`src/rtl/alu_ctrl_pkg.sv`:
```
// Shared definitions for the execution-unit controller: funct codes, result-mux
// encodings, FSM states and the single-cycle funct decoder.
package alu_ctrl_pkg;

  localparam logic [5:0] FunctAnd   = 6'b100100;
  localparam logic [5:0] FunctOr    = 6'b100101;
  localparam logic [5:0] FunctAdd   = 6'b100000;
  localparam logic [5:0] FunctSub   = 6'b100010;
  localparam logic [5:0] FunctSlt   = 6'b101010;
  localparam logic [5:0] FunctSrl   = 6'b000010;
  localparam logic [5:0] FunctMultu = 6'b011001;
  localparam logic [5:0] FunctMfhi  = 6'b010000;
  localparam logic [5:0] FunctMflo  = 6'b010010;

  typedef enum logic [1:0] {
    SelAlu   = 2'b00,
    SelShift = 2'b01,
    SelHi    = 2'b10,
    SelLo    = 2'b11
  } out_sel_e;

  typedef enum logic [1:0] {
    StIdle = 2'b00,
    StMul  = 2'b01,
    StWb   = 2'b10
  } state_e;

  typedef struct packed {
    logic       legal;
    logic       multi;
    logic [5:0] alu_op;
    logic       inv;
    out_sel_e   out_sel;
  } decode_t;

  // MFHI/MFLO do not use the ALU; they park it on ADD so the slices stay quiet.
  function automatic decode_t decode_funct(input logic [5:0] funct);
    decode_t d;
    d = '{legal: 1'b1, multi: 1'b0, alu_op: FunctAdd, inv: 1'b0, out_sel: SelAlu};
    case (funct)
      FunctAnd, FunctOr, FunctAdd: d.alu_op = funct;
      FunctSub, FunctSlt: begin
        d.alu_op = funct;
        d.inv    = 1'b1;
      end
      FunctSrl:   d.out_sel = SelShift;
      FunctMfhi:  d.out_sel = SelHi;
      FunctMflo:  d.out_sel = SelLo;
      FunctMultu: d.multi   = 1'b1;
      default:    d.legal   = 1'b0;
    endcase
    return d;
  endfunction

endpackage

```
`src/rtl/alu_ctrl_if.sv`:
```
// Request/response bundle between the issue stage and the ALU controller.
interface alu_ctrl_if;
  logic       start;
  logic [5:0] funct;
  logic [5:0] alu_op;
  logic       inv;
  logic [1:0] out_sel;
  logic       mul_run;
  logic [5:0] mul_step;
  logic       hilo_we;
  logic       busy;
  logic       done;
  logic       illegal;

  modport master (
    output start, funct,
    input  alu_op, inv, out_sel, mul_run, mul_step, hilo_we, busy, done, illegal
  );

  modport slave (
    input  start, funct,
    output alu_op, inv, out_sel, mul_run, mul_step, hilo_we, busy, done, illegal
  );
endinterface

```
`src/rtl/alu_ctrl_step_counter.sv`:
```
// 6-bit multiply iteration counter; clear takes priority over enable.
module alu_ctrl_step_counter (
  input  logic       clk,
  input  logic       rst,
  input  logic       clr,
  input  logic       en,
  output logic [5:0] count
);

  always_ff @(posedge clk) begin
    if (rst || clr) begin
      count <= '0;
    end else if (en) begin
      count <= count + 6'd1;
    end
  end

endmodule

```
`src/rtl/alu_ctrl.sv`:
```
// ALU controller: decodes R-type funct into ALU controls and sequences the
// multi-cycle MULTU with a step counter and a HI/LO write-back strobe.
module alu_ctrl
  import alu_ctrl_pkg::*;
#(
  parameter int unsigned MUL_CYCLES = 32
) (
  input logic     clk,
  input logic     rst,
  alu_ctrl_if.slave bus
);

  localparam logic [5:0] LastStep = 6'(MUL_CYCLES - 1);

  state_e     state_q;
  logic [5:0] alu_op_q;
  logic       inv_q;
  out_sel_e   out_sel_q;
  logic       mul_run_q;
  logic       hilo_we_q;
  logic       busy_q;
  logic       done_q;
  logic       illegal_q;

  logic [5:0] step;
  decode_t    dec;
  logic       accept;
  logic       step_clr;
  logic       step_en;

  assign dec      = decode_funct(bus.funct);
  assign accept   = (state_q == StIdle) && bus.start;
  assign step_clr = accept && dec.legal && dec.multi;
  assign step_en  = (state_q == StMul) && (step != LastStep);

  alu_ctrl_step_counter u_step_counter (
    .clk   (clk),
    .rst   (rst),
    .clr   (step_clr),
    .en    (step_en),
    .count (step)
  );

  always_ff @(posedge clk) begin
    if (rst) begin
      state_q   <= StIdle;
      alu_op_q  <= '0;
      inv_q     <= 1'b0;
      out_sel_q <= SelAlu;
      mul_run_q <= 1'b0;
      hilo_we_q <= 1'b0;
      busy_q    <= 1'b0;
      done_q    <= 1'b0;
      illegal_q <= 1'b0;
    end else begin
      done_q    <= 1'b0;
      illegal_q <= 1'b0;
      hilo_we_q <= 1'b0;
      unique case (state_q)
        StIdle: begin
          if (accept) begin
            if (!dec.legal) begin
              // Decoded controls hold so the datapath is not disturbed.
              done_q    <= 1'b1;
              illegal_q <= 1'b1;
            end else begin
              alu_op_q  <= dec.alu_op;
              inv_q     <= dec.inv;
              out_sel_q <= dec.out_sel;
              if (dec.multi) begin
                mul_run_q <= 1'b1;
                busy_q    <= 1'b1;
                state_q   <= StMul;
              end else begin
                done_q <= 1'b1;
              end
            end
          end
        end
        StMul: begin
          if (step == LastStep) begin
            mul_run_q <= 1'b0;
            hilo_we_q <= 1'b1;
            done_q    <= 1'b1;
            state_q   <= StWb;
          end
        end
        StWb: begin
          busy_q  <= 1'b0;
          state_q <= StIdle;
        end
        default: state_q <= StIdle;
      endcase
    end
  end

  assign bus.alu_op   = alu_op_q;
  assign bus.inv      = inv_q;
  assign bus.out_sel  = out_sel_q;
  assign bus.mul_run  = mul_run_q;
  assign bus.mul_step = step;
  assign bus.hilo_we  = hilo_we_q;
  assign bus.busy     = busy_q;
  assign bus.done     = done_q;
  assign bus.illegal  = illegal_q;

endmodule

```
`src/flat_wrapper.sv`:
```
// flat-port wrapper written by rule: the top's interface ports become plain ports
module alu_ctrl_flat import alu_ctrl_pkg::*;
#(
  parameter int unsigned MUL_CYCLES = 32
)
  (clk, rst, bus_start, bus_funct, bus_alu_op, bus_inv, bus_out_sel, bus_mul_run, bus_mul_step, bus_hilo_we, bus_busy, bus_done, bus_illegal);
  alu_ctrl_if bus_i ();
  input logic clk;
  input logic rst;
  input wire logic [$bits(bus_i.start)-1:0] bus_start;
  input wire logic [$bits(bus_i.funct)-1:0] bus_funct;
  output wire logic [$bits(bus_i.alu_op)-1:0] bus_alu_op;
  output wire logic [$bits(bus_i.inv)-1:0] bus_inv;
  output wire logic [$bits(bus_i.out_sel)-1:0] bus_out_sel;
  output wire logic [$bits(bus_i.mul_run)-1:0] bus_mul_run;
  output wire logic [$bits(bus_i.mul_step)-1:0] bus_mul_step;
  output wire logic [$bits(bus_i.hilo_we)-1:0] bus_hilo_we;
  output wire logic [$bits(bus_i.busy)-1:0] bus_busy;
  output wire logic [$bits(bus_i.done)-1:0] bus_done;
  output wire logic [$bits(bus_i.illegal)-1:0] bus_illegal;
  assign bus_i.start = bus_start;
  assign bus_i.funct = bus_funct;
  assign bus_alu_op = bus_i.alu_op;
  assign bus_inv = bus_i.inv;
  assign bus_out_sel = bus_i.out_sel;
  assign bus_mul_run = bus_i.mul_run;
  assign bus_mul_step = bus_i.mul_step;
  assign bus_hilo_we = bus_i.hilo_we;
  assign bus_busy = bus_i.busy;
  assign bus_done = bus_i.done;
  assign bus_illegal = bus_i.illegal;
  alu_ctrl #(.MUL_CYCLES(MUL_CYCLES)) u_core (.clk(clk), .rst(rst), .bus(bus_i));
endmodule
```
`config.mk`:
```
export PLATFORM = sky130hd
export DESIGN_NAME = alu_ctrl_flat
export DESIGN_NICKNAME = d
export VERILOG_FILES = /design/src/rtl/alu_ctrl_pkg.sv /design/src/rtl/alu_ctrl_if.sv /design/src/rtl/alu_ctrl_step_counter.sv /design/src/rtl/alu_ctrl.sv /design/src/flat_wrapper.sv
export SDC_FILE = /design/constraint.sdc
export NUM_CORES = 1
export LEC_CHECK = 0
export CAP_MARGIN = 20
export CORE_ASPECT_RATIO = 0.8
export CORE_UTILIZATION = 55
export DETAILED_ROUTE_END_ITERATION = 16
export DONT_BUFFER_PORTS = 1
export GPL_TIMING_DRIVEN = 0
export PLACE_DENSITY = 0.81
export SLEW_MARGIN = 30
export SYNTH_ARGS = -nofsm -noshare
export SYNTH_HDL_FRONTEND = slang
export SYNTH_HIERARCHICAL = 1
export SYNTH_SLANG_ARGS = --single-unit
```
`constraint.sdc`:
```
create_clock -name clk -period 2.4 [get_ports clk]
set_input_delay 0.48 -clock clk [delete_from_list [all_inputs] [get_ports clk]]
set_output_delay 0.48 -clock clk [all_outputs]
set_load 0.01 [all_outputs]
```
Yosys cells after proc, flatten, opt, wreduce, memory -nomap -nowiden
Index checks and enable logic that the tools add are counted.
- $add $sub $neg: 1
- eq/ne operators: 17
- muxes and demuxes: 22
- bitwise logic cells: 3
- reduce and logical (&&, ||, !) cells: 17
- operators with widths (cell ; number):
    $eq 6x6->1 const B ; 5
    $eq 6x5->1 const B ; 4
    $mux 1 ; 12
    $reduce_or 9->1 ; 1
    $mux 2 ; 4
    $reduce_and 4->1 ; 2
    $add 6x1->6 const B ; 1
    $eq 6x2->1 const B ; 1
    $mux 6 ; 1
    $ne 2x1->1 const B ; 3
    $ne 6x5->1 const B ; 1
    $pmux 1 s2 ; 3
    $pmux 2 s3 ; 1
    $reduce_and 5->1 ; 1
    $reduce_or 5->1 ; 1
    $logic_and 1x1->1 ; 4
    $pmux 2 s2 ; 1
    $reduce_bool 2->1 ; 2
    $reduce_or 2->1 ; 2
    $not 1->1 ; 3
    $reduce_and 3->1 ; 1
    $reduce_or 3->1 ; 1
    $eq 2x1->1 const B ; 1
    $eq 2x2->1 const B ; 1
    3 further kinds ; 3
- register bits after elaboration: 22
- input bits: 9
- output and inout port bits: 20
- logic and storage cells: 70

Logic depth before layout (Yosys ltp)
Gate-level depths: netlist of run 1.
- depth in word-level cells: 6
- depth in mapped cells: 7
- mapped depth without buffers: 6

Hierarchy
The synthesis of run 1 kept the hierarchy.
- by module, submodules not included (module ; instances ; cells an instance ; area an instance (um^2) ; seq. area each (um^2)):
    alu_ctrl ; 1 ; 72 ; 733.2 ; 320.3
    alu_ctrl_step_counter ; 1 ; 26 ; 249.0 ; 120.1

Least setup slack after synthesis of run 1
No wires, ideal clock.
- path type: reg2reg
- from: reg u_core.u_step_counter.count[5]
- to: reg u_core.u_step_counter.count[5]
- library setup time: 0.070 ns
- arrival time: 1.710 ns
- data required time: 2.330 ns
- setup slack: 0.620 ns
- stages on the path, launching flop included: 7
- buffers on the path: 0
- clock period less this slack: 1.780 ns
- path through: dfxtp_1 nand4b_1 nor2_1 nor3_1 nand4_2 or3_1 a21oi_1
- word-level cells in the longest chain between the ends: 2
- elaborated cells on any way between the ends: 3
- those cells by class: add/sub: 1; eq/ne: 1; reduce/logical: 1
- RTL lines (what ; line ; RTL):
    start, declared ; alu_ctrl_step_counter.sv:7 ; output logic [5:0] count
    start signal, assigned ; alu_ctrl_step_counter.sv:14 ; count <= count + 6'd1;
    $ne 6x5->1 ; alu_ctrl.sv:34 ; assign step_en = (state_q == StMul) && (step != LastStep);
    $logic_and 1x1->1 ; alu_ctrl.sv:34 ;
    net u_core.step_en ; alu_ctrl.sv:29 ; logic step_en;
The timed path passes the listed nets, and every way through them passes these cells.
A chain may end at the register's enable or synchronous reset.

Worst setup path in the final report of run 1
Ends and elaborated chain as after synthesis.

==> flow_metrics.tcl, run 1 <==
set metrics [dict create \
    postRouteAntennaNets 0 \
    grt_start_max_net_pins 12 \
    r2r-end "u_core/u_step_counter/count[5]" \
    vias_per_cell 5.83 \
    ys_seq_elements 22 \
    synth_nets 108 \
    cts.path.max_buffers 2 \
    nets 113 \
    r2r_slack_ps 400 \
    rsz0062_at_grt "no" \
    post_cts_buffers 0 \
    drive_gt1_share_pct 15.8 \
    die_h_um 39.8 \
    grt_pass1_vias 638 \
    cts_tree "yes" \
    power.density_mw_per_mm2 548 \
    root_buffer "clkbuf_4" \
    grt_antenna_before_repair 0 \
    slowest_delay_ps 570 \
    fill_cells 142 \
    vdd_drop_max_v 0.000360 \
    required_ps 2640 \
    yosysTopAreaCell "dfxtp_1" \
    synth_top_area_share_pct 44.8 \
    multiInputGateArea_sq_um 519 \
    ys_seq_area_share_pct 44.8 \
    leakagePower_nw 0.401 \
    hpwl_um 1300 \
    clkSlewWorstSetupHoldPaths_ps 100 \
    hold_slack_ps 318 \
    remaining_drc_errors 0 \
    crit_type "register to register" \
    drt-total-wl_um 1720 \
    syn_area_sq_um 982 \
    fin_crit_ps 2000 \
    port_buffers 0 \
    critPathArrivalTime_ps 2230 \
    syn_to_final_growth_pct 5.10 \
    clock_sinks 22 \
    placed_cell_area_sq_mm 0.00101 \
    num_io_pins 29 \
    insertion_delay_ps 300 \
    cp_slowest_cell "nor3_1" \
    final_area_sq_mm 0.00103 \
    synth_cell_types 35 \
    vias 717 \
    start_util_pct 59.8 \
    num_antenna_cells 0 \
    die_w_um 49.2 \
    hold_buffers 0 \
    start_kind "register" \
    num_rows 13 \
    r2r.worst_path.cells 6 \
    min-delay-start "bus_funct[4]" \
    finalHoldViolations 0 \
    cts_buffers 3 \
    drv_slew 0 \
    finClkSkew_ps 1.30 \
    cp_top_family "simple AND/OR/NAND/NOR gates" \
    htreeDepth 1 \
    grt_usage_pct 20.0 \
    ys_warn_count 6 \
    core_sq_mm 0.00164 \
    syn_inst 98 \
    max_freq_ghz 0.501 \
    ff_latch_area_sq_um 440 \
    slew_headroom_pct 50.3 \
    hold_class "primary input to register" \
    syn_area_per_cell_sq_um 10.0 \
    drt-initial-drc-count 15 \
    overflow 0 \
    maxCapViolCount 0 \
    worstHoldPathCells 2 \
    status "finished, final reports clean" \
    ys_top_cells_by_area "dfxtp_1 (45%), mux2i_1 (5.1%), a2bb2o_4 (4.1%), nor2_1 (3.8%), nand2b_1 (3.2%)" \
    critPathMaxFanout 6 \
    worst_pin_slew_ps 740 \
    cp-end-kind "register" \
    cp_cell_sequence "nand4b_1, nor2_1, nor3_1, nand4_2, or3_1, a21oi_1" \
    die_area_sq_mm 0.00196 \
    finalSetupViolations 0 \
    worstReg2RegStart "u_core/u_step_counter/count[5]" \
    wl_per_cell_um 14.0 \
    drt-pass1-iter-count 4 \
    ctsResizeCount 0 \
    whs_endpoint "u_core/bus.out_sel[1]" \
    cp_num_cells 6 \
    finalSetupTns_ps 0 \
    gp_congestion 0.745 \
    critPathBufInv 0 \
    fin_crit_sh_pct 83.2 \
    grt_pass1_wl_um 2790 \
]
==> area by class of cell <==
type,count,area share [%]
tap,22,2.67
clock buffer,3,2.18
inverter,4,1.45
sequential,22,42.7
multi-input combinational,70,50.3
buffer,2,0.727
==> state kept, by name, indices dropped and copies added (netlist names) <==
signal	cells
u_core/bus.out_sel	2
u_core/bus.done	1
u_core/bus.alu_op	6
u_core/bus.hilo_we	1
u_core/bus.busy	1
u_core/bus.mul_run	1
u_core/bus.inv	1
u_core/u_step_counter/count	6
u_core/bus.illegal	1
u_core/state_q	2
==> Yosys cell counts <==
cell and instances:
o21ai_0 1, a2bb2o_4 2, nor3b_1 3, dfxtp_1 22, a31oi_1 1, a32o_1 1, or2_2 1, xnor2_1 1
inv_1 4, nand3_1 2, nor3b_2 2, o211ai_1 1, nor2_1 10, clkbuf_1 2, mux2i_1 5, o211ai_2 1
or4_1 1, o311ai_4 1, nor2b_1 1, nand4b_1 1, or3_1 1, and4_2 1, a211oi_1 1, a21oi_2 1
ha_1 1, a21oi_1 4, o21ba_2 1, xor2_1 3, nand2_1 8, nand2b_1 5, nor3_1 2, and2_2 1
nand2_4 1, nand4_2 1, nand4_1 4
==> power breakdown <==
| part | leakage [nW] | internal, mW | switching, mW | total [mW] |
|---|---|---|---|---|
| registers | 0.178 | 0.369 | 0.00388 | 0.373 |
| logic | 0.209 | 0.0165 | 0.0204 | 0.0369 |
| clock network | 0.0138 | 0.0585 | 0.0972 | 0.156 |
==> routing by layer <==
| layer | vias up | GRT usage, % | wire length, um |
|---|---|---|---|
| li1 | 358 | - | - |
| met1 | 337 | 24.1 | 843 |
| met2 | 18 | 30.5 | 756 |
| met3 | 4 | 9.30 | 101 |
| met4 | 0 | 8.82 | 21 |
| met5 | - | 0 | 0 |
==> cells in the final DEF, fill, tap and decap left out, types with 2 or more instances in the layout <==
cell type   n
nor3_1      2
nand2b_1    5
nor2_1     10
a21oi_1     4
nor3b_1     3
a2bb2o_4    2
clkbuf_4    3
nor3b_2     2
nand2_1     8
mux2i_1     5
nand4_1     4
nand3_1     2
xor2_1      3
inv_1       4
dfxtp_1    22
clkbuf_1    2
==> logic make-up after synthesis <==
group / after synthesis / share of synthesized area (%)
AND/OR/NAND/NOR: 45 / 27.3
flip-flops: 22 / 44.8
AO/OA/AOI/OAI: 15 / 15.7
buffers and inverters: 6 / 2.29
multiplexers: 5 / 5.10
XOR/XNOR: 4 / 3.57
adder cells (fa/ha/maj): 1 / 1.27
==> stage by stage <==
| step | setup WS (ps) | std cells | power [mW] | util (%) |
|---|---|---|---|---|
| detailed placement | 402 | 120 | 0.418 | 61.5 |
| global placement | 452 | 120 | 0.417 | 61.5 |
| global route | 233 | 123 | 0.585 | 62.8 |
| floorplan | 620 | 98 | 0.412 | - |
| CTS | 377 | 123 | 0.573 | 62.8 |
| finish | 404 | 123 | 0.565 | 62.8 |
==> worst max path at each step <==
stage | start | to | slack (ps)
final | u_core/u_step_counter/count[5] | u_core/u_step_counter/count[5] | 400
after global routing | u_core/u_step_counter/count[5] | u_core/u_step_counter/count[5] | 230
after CTS | u_core/u_step_counter/count[5] | u_core/u_step_counter/count[5] | 380
after detailed placement | u_core/u_step_counter/count[5] | u_core/u_step_counter/count[5] | 400
after global placement | u_core/u_step_counter/count[5] | u_core/u_step_counter/count[5] | 450
after floorplan | u_core/u_step_counter/count[5] | u_core/u_step_counter/count[5] | 620
Note: power is estimated with default switching activity, not from simulation.
==> run 2: changes to the inputs <==
- CORE_UTILIZATION: 55 -> 53
- PLACE_DENSITY: 0.81 -> 0.82
- clock period: 2.4 -> 1.6 ns (I/O delays scaled with it)
==> run 2 against run 1 <==
  * Non-clock buffer count grew 2
  * Sequential power grew 49%
  * Critical path depth is the same
  * Sequential cell count is the same
  * Power grew 61%
  * Sequential share of layout area shrank 1.3 points
  * Die area grew 3.6%
  * Clock skew is essentially flat
  * Design area grew 5.5%
  * Via count grew 4.3%
==> flow_metrics.tcl, run 2 (same netlist as run 1, synthesis figures left out) <==
set metrics [dict create \
    status "finished, final reports clean" \
    postRouteAntennaNets 0 \
    drt-pass1-iter-count 4 \
    vias_per_cell 5.94 \
    num_antenna_cells 0 \
    num_rows 13 \
    hold_class "primary input to register" \
    final_common_cell "dfxtp_1" \
    cp_slowest_cell "dfxtp_4" \
    maxCapViolCount 0 \
    max_freq_ghz 0.680 \
    crit_type "register to register" \
    cp_cell_sequence "nand4b_1, nor2_1, nor3_4, nand4_2, or3_1, a21oi_1" \
    core_sq_mm 0.00168 \
    die_w_um 50.1 \
    overflow 0 \
    leakagePower_nw 0.424 \
    vdd_drop_max_v 0.000649 \
    fin_util_pct 65.0 \
    required_ps 1830 \
    drt-total-wl_um 1950 \
    syn_to_final_growth_pct 10.8 \
    finalHoldViolations 0 \
    power.density_mw_per_mm2 839 \
    placed_cell_area_sq_mm 0.00101 \
    drv_slew 0 \
    final_cells 126 \
    num_io_pins 29 \
    drt-initial-drc-count 13 \
    start_util_pct 58.6 \
    slew_headroom_pct 74.1 \
    worst_pin_slew_ps 389 \
    final_cell_mix "dfxtp_1 (16), nor2_1 (10), nand2_1 (8)" \
    grt_usage_pct 22.1 \
    r2r.worst_path.cells 6 \
    insertion_delay_ps 300 \
    port_buffers 0 \
    drive_gt1_share_pct 25.0 \
    rsz0062_at_grt "no" \
    hold_slack_ps 155 \
    wl_per_cell_um 15.5 \
    slowest_delay_ps 390 \
    cts_tree "yes" \
    finalSetupViolations 0 \
    cts.path.max_buffers 2 \
    nets 115 \
    vias 748 \
    clkSlewWorstSetupHoldPaths_ps 110 \
    cts_buffers 3 \
    die_h_um 40.5 \
    htreeDepth 1 \
    finClkSkew_ps 1.18 \
    remaining_drc_errors 0 \
    dp.cells 120 \
    critPathArrivalTime_ps 1700 \
    clock_sinks 22 \
    cp-end-kind "register" \
    hpwl_um 1430 \
    worstHoldPathCells 2 \
    hold_buffers 0 \
    critPathMaxFanout 4 \
    grt_antenna_before_repair 0 \
    grt_pass1_wl_um 3170 \
    die_area_sq_mm 0.00203 \
    gp_congestion 0.855 \
    start_kind "register" \
    fin_crit_sh_pct 91.9 \
    final_area_sq_mm 0.00109 \
    grt_start_max_net_pins 13 \
    fin_crit_ps 1470 \
    root_buffer "clkbuf_4" \
    grt_pass1_vias 692 \
]
run 2: worst max-delay path: cells and delay by family, from the launching register on:
| family | cells | cell delay, ps |
|---|---|---|
| AND/OR/NAND/NOR | 5 | 880 |
| AO/OA/AOI/OAI | 1 | 150 |
| flip-flops | 1 | 390 |
run 2: repair_timing:
item                                    CTS  global route
pin swaps                                 1             2
gates resized for setup                   2             7
endpoints found under the setup margin    6             6
setup buffers                             1             1
run 2: power breakdown:
group	switching [mW]	leakage, nW	internal, mW
logic	0.0317	0.221	0.0278
clock network	0.157	0.0210	0.139
registers	0.00589	0.181	0.551
total	0.195	0.424	0.718
run 2: routing by layer:
| layer | wire [um] | global-route usage [%] | vias up |
|---|---|---|---|
| li1 | - | - | 361 |
| met1 | 864 | 26.1 | 360 |
| met2 | 943 | 38.0 | 25 |
| met3 | 127 | 8.33 | 2 |
| met4 | 13 | 7.14 | 0 |
| met5 | 0 | 0 | - |
run 2: area by class of cell:
cell class	instances	area, sq um
Inverter	4	15.0
Multi-Input combinational cell	70	537
Tap cell	22	27.5
Fill cell	139	587
Buffer	2	7.51
Sequential cell	22	450
Timing Repair Buffer	2	15.0
Clock buffer	4	36.3
run 2: path summary, 6_finish.rpt:
path | startpoint | endpoint | slack (ps)
max | u_core/u_step_counter/count[5] | u_core/u_step_counter/count[5] | 130
min | bus_funct[4] | u_core/bus.out_sel[1] | 160
max reg2reg | u_core/u_step_counter/count[5] | u_core/u_step_counter/count[5] | 130
min reg2reg | u_core/bus.mul_run | u_core/bus.mul_run | 530
run 2: through the flow:
stage	power [mW]	TNS, ps	setup slack [ps]
4_1_cts	0.924	0	33.9
2_1_floorplan	0.619	0	38.8
3_3_place_gp	0.625	-107	-107
5_1_grt	0.952	0	44.0
6_report	0.913	0	130
3_5_place_dp	0.627	-180	-170
==> run 3: changes to the inputs <==
--- a/config.mk
+++ b/config.mk
@@ -7,3 +7,3 @@
 export LEC_CHECK = 0
-export CAP_MARGIN = 20
+export CAP_MARGIN = 15
 export CORE_ASPECT_RATIO = 0.8
--- a/constraint.sdc
+++ b/constraint.sdc
@@ -3,2 +3,2 @@
 set_output_delay 0.32 -clock clk [all_outputs]
-set_load 0.01 [all_outputs]
+set_load 0.005 [all_outputs]
==> run 3 against run 2 <==
  * Via count fell by 1.6%
  * Sequential share of layout area fell by 1.0 points
  * Critical path depth did not move
  * Clock skew fell by 0.77 ps
  * Utilization rose by 1.5 points
  * Global-route usage fell by 0.76 points
  * Clock power barely moved
  * Critical endpoint unchanged
  * Largest cell class unchanged
  * Largest power group unchanged
==> flow_metrics.tcl, run 3 (same netlist as run 1, synthesis figures left out) <==
set metrics [dict create \
    drt-pass1-iter-count 4 \
    grt_antenna_before_repair 0 \
    start_util_pct 58.6 \
    fin_crit_ps 1590 \
    critPathMaxFanout 5 \
    vdd_drop_max_v 0.000650 \
    num_antenna_cells 0 \
    num_rows 13 \
    hold_class "primary input to register" \
    maxCapViolCount 0 \
    finalSetupTns_ps 0 \
    cts_buffers 3 \
    remaining_drc_errors 0 \
    overflow 0 \
    finalSetupViolations 0 \
    root_buffer "clkbuf_4" \
    syn_to_final_growth_pct 13.4 \
    clock_sinks 22 \
    worstReg2RegStart "u_core/u_step_counter/count[5]" \
    r2r_slack_ps 5 \
    vias_per_cell 5.75 \
    cts.path.max_buffers 2 \
    cp_cell_sequence "nand4b_1, nor2_2, nor3_4, nand4_2, or3_4, a21oi_2" \
    power.density_mw_per_mm2 819 \
    drt-total-wl_um 1960 \
    slowest_delay_ps 390 \
    grt_usage_pct 21.4 \
    leakagePower_nw 0.436 \
    vias 736 \
    endpoint "u_core/u_step_counter/count[5]" \
    start_kind "register" \
    wl_per_cell_um 15.3 \
    final_cell_mix "dfxtp_1 (17), nor2_1 (9), nand2_1 (8)" \
    drv_slew 0 \
    critPathArrivalTime_ps 1840 \
    grt_pass1_vias 682 \
    drive_gt1_share_pct 28.3 \
    drt-initial-drc-count 15 \
    die_h_um 40.5 \
    crit_type "register to register" \
    postRouteAntennaNets 0 \
    clkSlewWorstSetupHoldPaths_ps 110 \
    grt_pass1_wl_um 3080 \
    max_freq_ghz 0.627 \
    nets 117 \
    r2r-end "u_core/u_step_counter/count[5]" \
    cp_slowest_cell "or3_4" \
    cp-startpoint "u_core/u_step_counter/count[5]" \
    final_common_cell "dfxtp_1" \
    cp-end-kind "register" \
    port_buffers 0 \
    hold_buffers 0 \
    required_ps 1840 \
    insertion_delay_ps 300 \
    grt_start_max_net_pins 13 \
    fin_crit_sh_pct 99.7 \
    worst_pin_slew_ps 386 \
    hpwl_um 1430 \
    htreeDepth 1 \
    num_io_pins 29 \
    rsz0062_at_grt "yes" \
    slew_headroom_pct 74.3 \
    final_cells 128 \
    core_sq_mm 0.00168 \
    die_area_sq_mm 0.00203 \
    die_w_um 50.1 \
    finClkSkew_ps 0.419 \
    finalHoldViolations 0 \
    status "finished, final reports clean" \
    r2r.worst_path.cells 6 \
    dp.cells 120 \
    gp_congestion 0.855 \
    cts_tree "yes" \
]
-- run 3: changes by cell type in the layout (fill, tap and decap cells not counted), sizes merged --
cell  before  now
buf        2    4
-- run 3: per-stage QoR --
stage / utilization [%] / cell area, sq um / hold WS [ps] / power, mW / setup slack (ps)
floorplan: - / 987 / 453 / 0.616 / 82.4
global placement: 60.6 / 1010 / 465 / 0.623 / -65.7
detailed placement: 60.6 / 1010 / 482 / 0.625 / -128
CTS: 63.5 / 1060 / 153 / 0.921 / -40.3
global route: 66.5 / 1110 / 144 / 0.951 / -67.2
finish: 66.5 / 1110 / 156 / 0.912 / 5.43
-- run 3: layout make-up --
type | count | area [sq um]
Clock buffer | 4 | 36.3
Inverter | 4 | 15.0
Sequential cell | 22 | 449
Buffer | 2 | 7.51
Tap cell | 22 | 27.5
Fill cell | 130 | 562
Multi-Input combinational cell | 70 | 548
Timing Repair Buffer | 4 | 30.0
-- run 3: critical path, delay by kind of cell (launching register included) --
kind,cells,cell delay [ps]
and+or+nand+nor,5,1010
DFF,1,380
AOI/OAI and AO/OA,1,130
-- run 3: layer usage --
metal  global-route usage, %  part of all wire, %  up-vias  wire, um
met4                    7.86                 0.66        0        13
met2                    35.3                   47       29       923
met5                       0                    0        -         0
met1                    25.6                   45      342       883
li1                        -                    -      363         -
met3                    8.33                  7.3        2       143
-- run 3: worst min path at each step --
stage                             from  slack, ps                    end  depth (start not counted)
floorplan           u_core/bus.mul_run        450     u_core/bus.mul_run                          2
global placement    u_core/bus.mul_run        470     u_core/bus.mul_run                          2
detailed placement        bus_funct[1]        480  u_core/bus.out_sel[0]                          1
CTS                       bus_funct[1]        150   u_core/bus.alu_op[3]                          2
global route              bus_funct[4]        140  u_core/bus.out_sel[1]                          2
finish                    bus_funct[4]        160  u_core/bus.out_sel[1]                          2
-- run 3: power by group --
| group | switching [mW] | internal (mW) | leakage, nW |
|---|---|---|---|
| clock network | 0.158 | 0.139 | 0.0210 |
| registers | 0.00377 | 0.551 | 0.181 |
| logic | 0.0324 | 0.0282 | 0.234 |
| total | 0.194 | 0.719 | 0.436 |
-- run 3: timing repair --
| item | 4_1_cts | 5_1_grt |
|---|---|---|
| setup endpoints to repair | 6 | 6 |
| buffers inserted | 0 | 4 |
| cloned | 0 | 0 |
| gates resized for setup | 2 | 9 |
| pin swaps | 0 | 3 |
| hold endpoints to repair | 0 | 0 |
